--- src/rtl/instr_prefetch.sv ---
// Instruction prefetch buffer: owns the sequential fetch PC, issues word reads to the
// instruction memory and queues {pc, instr} pairs for the core behind a valid/ready port.
module instr_prefetch #(
    parameter int unsigned DEPTH    = 4,
    parameter int unsigned IMEM_AW  = 8,
    parameter logic [31:0] RESET_PC = 32'h0000_0000
) (
    input  logic               clk,
    input  logic               rst,
    input  logic               redirect,
    input  logic [31:0]        redirect_pc,
    output logic               out_valid,
    output logic [31:0]        out_instr,
    output logic [31:0]        out_pc,
    input  logic               out_ready,
    output logic               mem_en,
    output logic [IMEM_AW-1:0] mem_addr,
    input  logic [31:0]        mem_rdata
);

    localparam int unsigned PtrW = $clog2(DEPTH);
    localparam int unsigned CntW = PtrW + 1;

    localparam logic [PtrW-1:0] PtrOne   = PtrW'(1);
    localparam logic [CntW-1:0] CntOne   = CntW'(1);
    localparam logic [CntW-1:0] CntDepth = CntW'(DEPTH);

    logic [31:0]     fetch_pc_q, fetch_pc_d;
    logic [PtrW-1:0] rd_ptr_q, rd_ptr_d;
    logic [PtrW-1:0] wr_ptr_q, wr_ptr_d;
    logic [CntW-1:0] count_q, count_d;

    logic [31:0] pc_q    [DEPTH];
    logic [31:0] instr_q [DEPTH];

    logic full;
    logic empty;
    logic issue;
    logic pop;

    // Low PC bits are always forced to zero on redirect.
    logic unused_redirect_pc_lsb;
    assign unused_redirect_pc_lsb = ^redirect_pc[1:0];

    assign full  = (count_q == CntDepth);
    assign empty = (count_q == '0);

    // rst gates the enable so no read is requested while reset is held.
    assign mem_en   = rst & ~redirect & ~full;
    assign mem_addr = fetch_pc_q[IMEM_AW+1:2];
    assign issue    = mem_en;

    assign out_valid = ~empty;
    assign out_pc    = pc_q[rd_ptr_q];
    assign out_instr = instr_q[rd_ptr_q];
    assign pop       = out_valid & out_ready & ~redirect;

    always_comb begin
        fetch_pc_d = fetch_pc_q;
        rd_ptr_d   = rd_ptr_q;
        wr_ptr_d   = wr_ptr_q;
        count_d    = count_q;
        if (redirect) begin
            fetch_pc_d = {redirect_pc[31:2], 2'b00};
            rd_ptr_d   = '0;
            wr_ptr_d   = '0;
            count_d    = '0;
        end else begin
            if (issue) begin
                wr_ptr_d   = wr_ptr_q + PtrOne;
                fetch_pc_d = fetch_pc_q + 32'd4;
            end
            if (pop) begin
                rd_ptr_d = rd_ptr_q + PtrOne;
            end
            if (issue && !pop) begin
                count_d = count_q + CntOne;
            end else if (pop && !issue) begin
                count_d = count_q - CntOne;
            end
        end
    end

    always_ff @(posedge clk or negedge rst) begin
        if (!rst) begin
            fetch_pc_q <= RESET_PC;
            rd_ptr_q   <= '0;
            wr_ptr_q   <= '0;
            count_q    <= '0;
        end else begin
            fetch_pc_q <= fetch_pc_d;
            rd_ptr_q   <= rd_ptr_d;
            wr_ptr_q   <= wr_ptr_d;
            count_q    <= count_d;
        end
    end

    always_ff @(posedge clk or negedge rst) begin
        if (!rst) begin
            for (int i = 0; i < int'(DEPTH); i++) begin
                pc_q[i]    <= '0;
                instr_q[i] <= '0;
            end
        end else if (issue) begin
            pc_q[wr_ptr_q]    <= fetch_pc_q;
            instr_q[wr_ptr_q] <= mem_rdata;
        end
    end

endmodule

--- config.mk ---
export PLATFORM = sky130hd
export DESIGN_NAME = instr_prefetch
export DESIGN_NICKNAME = d
export VERILOG_FILES = /design/src/rtl/instr_prefetch.sv
export SDC_FILE = /design/constraint.sdc
export NUM_CORES = 1
export LEC_CHECK = 0
export ABC_AREA = 0
export CAP_MARGIN = 0
export CELL_PAD_IN_SITES_DETAIL_PLACEMENT = 1
export CELL_PAD_IN_SITES_GLOBAL_PLACEMENT = 2
export CORE_ASPECT_RATIO = 0.7
export CORE_MARGIN = 2
export CORE_UTILIZATION = 37
export CTS_BUF_LIST = sky130_fd_sc_hd__clkbuf_8
export CTS_CLUSTER_DIAMETER = 30
export DETAILED_ROUTE_END_ITERATION = 16
export GPL_TIMING_DRIVEN = 1
export PLACE_DENSITY = 0.72
export SKIP_CTS_REPAIR_TIMING = 1
export SLEW_MARGIN = 0
export SYNTH_ARGS = -nofsm -noshare
export SYNTH_HDL_FRONTEND = slang
export SYNTH_SLANG_ARGS = --single-unit
export TNS_END_PERCENT = 5
--- constraint.sdc ---
create_clock -name clk -period 5.85 [get_ports clk]
set_input_delay 1.17 -clock clk [delete_from_list [all_inputs] [get_ports clk]]
set_output_delay 1.17 -clock clk [all_outputs]
set_load 0.01 [all_outputs]
== Word-level counts from Yosys, hierarchy flattened ==
Index checks and enable logic that the tools add are counted.
Storage, ports and cells
  output and inout bits: 74
  bits of input ports: 68
  flip-flop bits (word level): 295
  word-level logic and storage cells: 58
Operators by class
  bitwise gates (word level): 9
  order comparisons: 3
  reductions and logical operators: 9
  equality and inequality tests: 1
  muxes and demuxes: 19
  add/sub/neg operators: 5
Operators by type and width (number)
  bitwise mux 128 bit: 2
  two-way mux 32 bit: 7
  binary-select mux 32 bit (select 2 bit): 2
  demux 32 bit (select 2 bit): 1
  adder 32 x 3 -> 32 bit (second input constant): 1
  two-way mux 3 bit: 3
  two-way mux 2 bit: 4
  greater-or-equal comparator 3 bit (second input constant): 2
  inverter 2 -> 3 bit: 2
  adder 2 x 1 -> 2 bit (second input constant): 2
  AND 1 bit: 4
  nonzero test 2 bit: 2
  adder 3 x 1 -> 3 bit (second input constant): 1
  == test 3 bit (second input constant): 1
  logical AND 1 bit: 3
  zero test 3 bit: 1
  < comparator 3 x 1 -> 1 bit (second input constant): 1
  inverter 1 bit: 3
  nonzero test 3 bit: 1
  subtractor 3 x 1 -> 3 bit (second input constant): 1
  zero test 1 bit: 2

== Depth between registers and ports, before layout ==
  depth after elaboration: 8
  mapped depth: 7
  mapped depth without buffers: 7

== Worst setup path before layout ==
No wires, ideal clock.
  kind: reg2out
  start: register rd_ptr_q[0]
  end: output port out_instr[23]
  cell stages (with the launch flop): 4
  setup slack: 2.908 ns
  arrival time: 1.772 ns
  path buffers: 2
  required time: 4.680 ns
  path through: dfrtp_1 > clkbuf_1 > buf_1 > mux4_2
On the way
  word-level cells in the longest chain between the ends: 4
RTL lines
  start: declaration: RTL line 29  | logic [PtrW-1:0] rd_ptr_q, rd_ptr_d;
  start signal: assignment: RTL line 92  | rd_ptr_q <= rd_ptr_d;
  inverter 2 -> 3 bit (not written as such): RTL line 55  | assign out_instr = instr_q[rd_ptr_q];
  binary-select mux 32 bit (select 2 bit): RTL line 55
  two-way mux 32 bit (not written as such) (2 in a row): RTL line 55
  end: declaration: RTL line 13  | output logic [31:0] out_instr,
No other way between the ends. The select of a mux whose other input is x is not followed.

== Final worst setup path ==
  start: register rd_ptr_q[1]
  end: output port out_pc[16]
On the way
  word-level cells in the longest chain between the ends: 4
RTL lines
  inverter 2 -> 3 bit (not written as such): RTL line 54  | assign out_pc = pc_q[rd_ptr_q];
  binary-select mux 32 bit (select 2 bit): RTL line 54
  two-way mux 32 bit (not written as such) (2 in a row): RTL line 54
  end: declaration: RTL line 14  | output logic [31:0] out_pc,
No other way between the ends. The select of a mux whose other input is x is not followed.

==> results.cfg <==
[power_and_ir_drop]
switchingPower_w = 0.00248
cellInternalPower_w = 0.00619
power_frac_seq = 0.378
pwr-share-clk = 0.293
pwr-share-comb = 0.329
powerDensity_mw_per_mm2 = 538
leakagePower_nw = 6.94
peakVddDrop_v = 0.000206
swShare = 0.286

[timing]
fmax_mhz = 235
finalCritPeriodShare = 0.726
rsz0062_at_grt = no
fin_crit_ns = 4.25
slew_headroom = 0.248
fin_worst_skew_ns = 0.0195
slew_violations = 0
tns_ns = 0
worst_slew_pin_slew_ns = 1.13
worst_slack_ns = 1.60
setup_violations = 0
final_hold_viol_count = 0

[drt]
drt_pass1_iterations = 4
totalWireLength_microns = 31300
drtIter0Drc = 398
ant_nets = 0
drcViolationCount = 0
post_drt_wl_per_cell_microns = 20.5
via_per_inst = 5.06
vias = 7736

[global_routing]
grt_max_degree = 74
grt-ovfl-total = 0
grt_pass1_vias = 8681
grt_first_pass_wirelength_microns = 50300
grt_use_total = 0.180
grt_antenna_before_repair = 2

[yosys]
syn_area_per_cell_sq_um = 15.2
yosys.cell_types.count = 48
synthAdderAreaFrac = 0.00638
synth_area_leaders = dfrtp_1 (55%), mux2_2 (22%), mux4_2 (11%)
ys_warn_count = 0
synth_top_cell_area_share = 0.551
async_flop_share = 1.00
yosys.area.top_type = dfrtp_1
yosysSeqAreaShare = 0.551
syn_area_sq_mm = 0.0129
synthXorXnorAreaFrac = 0.0203
muxShareOfSynthArea = 0.328
netlist_instances = 851
synth_top_family_by_area = multiplexers
synth_seq_cells = 285
synth_top_flop_cell = dfrtp_1
synth_edf_count = 0
synthSimpleGateAreaFrac = 0.0447
synth_compound_area_frac = 0.0150

[worst_setup_path]
cpPeakStageDelay_ns = 1.11
r2r_end = instr_q[112]
crit_chain = buf_4, mux4_2, clkdlybuf4s50_1
worstSetupPathType = flop to output pin
worst-path-stages = 3
worstSetupStartpointType = flop
crit_buf_inv = 2
rr_worst_depth = 6
required_ns = 4.68
crit_family = flip-flops
arrival_ns = 3.08
worstSetupEndpointType = output pin
slowest_stage = dfrtp_2
reg2reg_slack_ns = 2.60
cp_max_fo = 35
reg2reg_from = count_q[1]

[die]
ios = 142
die_y_microns = 161
dieArea_sq_mm = 0.0365
coreArea_sq_mm = 0.0346
start_util = 0.374
die_width_microns = 228
fp-row-count = 57

[cells_and_area]
area_growth_pct = 24.4
drive_gt1_frac = 0.429
nNetsFinal = 1080

[clock_tree]
clockRootBuffer = clkbuf_8
tritoncts = done
insertion_delay_ns = 0.58
htreeDepth = 3
clock_sinks = 285
clockBufferDepth = 3
clk_pin_slew_ns = 0.06
cts_buffers = 66

[worst_hold_path]
hp-class = input pin to asynchronous set/reset pin

[placed_design]
io_buffers = 137
dpl_worst_slack_ns = 1.90
place_congestion = 0.718
hpwl_microns = 18700

[run_status]
status = finished clean

[job]
maxCapViolCount = 0
[metal layers]
metal	vias up	share of wire	global-route usage
met5	-	0.00029	0
met2	147	0.44	0.270
met4	2	0.018	0.0529
met1	4099	0.49	0.255
met3	49	0.052	0.0521
li1	3439	-	-
[state kept, by name, summed over array words and instances (netlist names)]
register and count:
count_q 3, fetch_pc_q 30, instr_q 128, pc_q 120
rd_ptr_q 2, wr_ptr_q 2
[stage by stage]
stage	cell area, sq um	hold slack, ns	power [W]	utilization	instances
2_1_floorplan	13000	0.474	0.00493	-	852
3_3_place_gp	14600	0.481	0.00612	0.423	1410
3_5_place_dp	14600	0.488	0.00621	0.423	1410
4_1_cts	16100	0.426	0.00881	0.466	1527
5_1_grt	16100	0.424	0.00920	0.466	1528
6_report	16100	0.466	0.00867	0.466	1528
[cell usage in the layout, fill, tap and decap left out, drive strengths merged, types with 3 or more instances in the layout]
cell type	n
clkbuf	81
xor2	14
nor4	8
a31oi	3
clkinv	12
and3	5
bufinv	7
nand3	10
clkdlybuf4s50	135
nor3	7
dfrtp	285
mux4	62
mux2	251
buf	16
o21ai	26
clkinvlp	8
xnor2	16
nand2	41
inv	18
nand4	9
nor2	12
ha	5
or3	4
[power by group through the flow]
stage / sequential, W / combinational, W / clock, W
finish: 0.00328 / 0.00286 / 0.00254
global placement: 0.00327 / 0.00285 / 0
global route: 0.00340 / 0.00307 / 0.00273
detailed placement: 0.00330 / 0.00290 / 0
CTS: 0.00328 / 0.00291 / 0.00262
floorplan: 0.00306 / 0.00187 / 0
[cell families after synthesis]
group	count (synthesis)
multiplexers	315
flip-flops	285
AND/OR/NAND/NOR	105
buffers and inverters	74
AO/OA/AOI/OAI	35
XOR/XNOR	30
adder cells (fa/ha/maj)	6
other	1
[worst max path at each step]
stage | startpoint | end | slack (ns)
3_3_place_gp | rst | mem_en | 1.89
6_report | rd_ptr_q[1] | out_pc[16] | 1.60
2_1_floorplan | rd_ptr_q[0] | out_instr[23] | 2.91
4_1_cts | rd_ptr_q[1] | out_pc[16] | 1.54
3_5_place_dp | rst | mem_en | 1.90
5_1_grt | rd_ptr_q[1] | out_pc[14] | 1.49
[synth_stat cells (3+ instances only)]
library cell,instances
dfrtp_1,285
mux2_2,251
mux4_2,62
nand2_1,37
buf_4,36
o21ai_0,26
xnor2_1,16
clkbuf_1,15
xor2_1,14
nor2_1,11
inv_1,8
nand3_1,8
nand4_1,8
buf_2,7
nor3_1,7
nor4_1,7
ha_1,5
nand2_2,4
or3_1,4
a31oi_1,3
and3_2,3
[area by class of cell]
type                    instances  area (sq um)
well taps                     472           591
clock inverters                36           374
flip-flops and latches        285          7140
fillers                      3480         18500
diodes                          1          2.50
multi-input cells             493          5370
inverters                       9          33.8
repair buffers                151          1490
clock buffers                  81          1110
(Power assumes the default switching activity.)
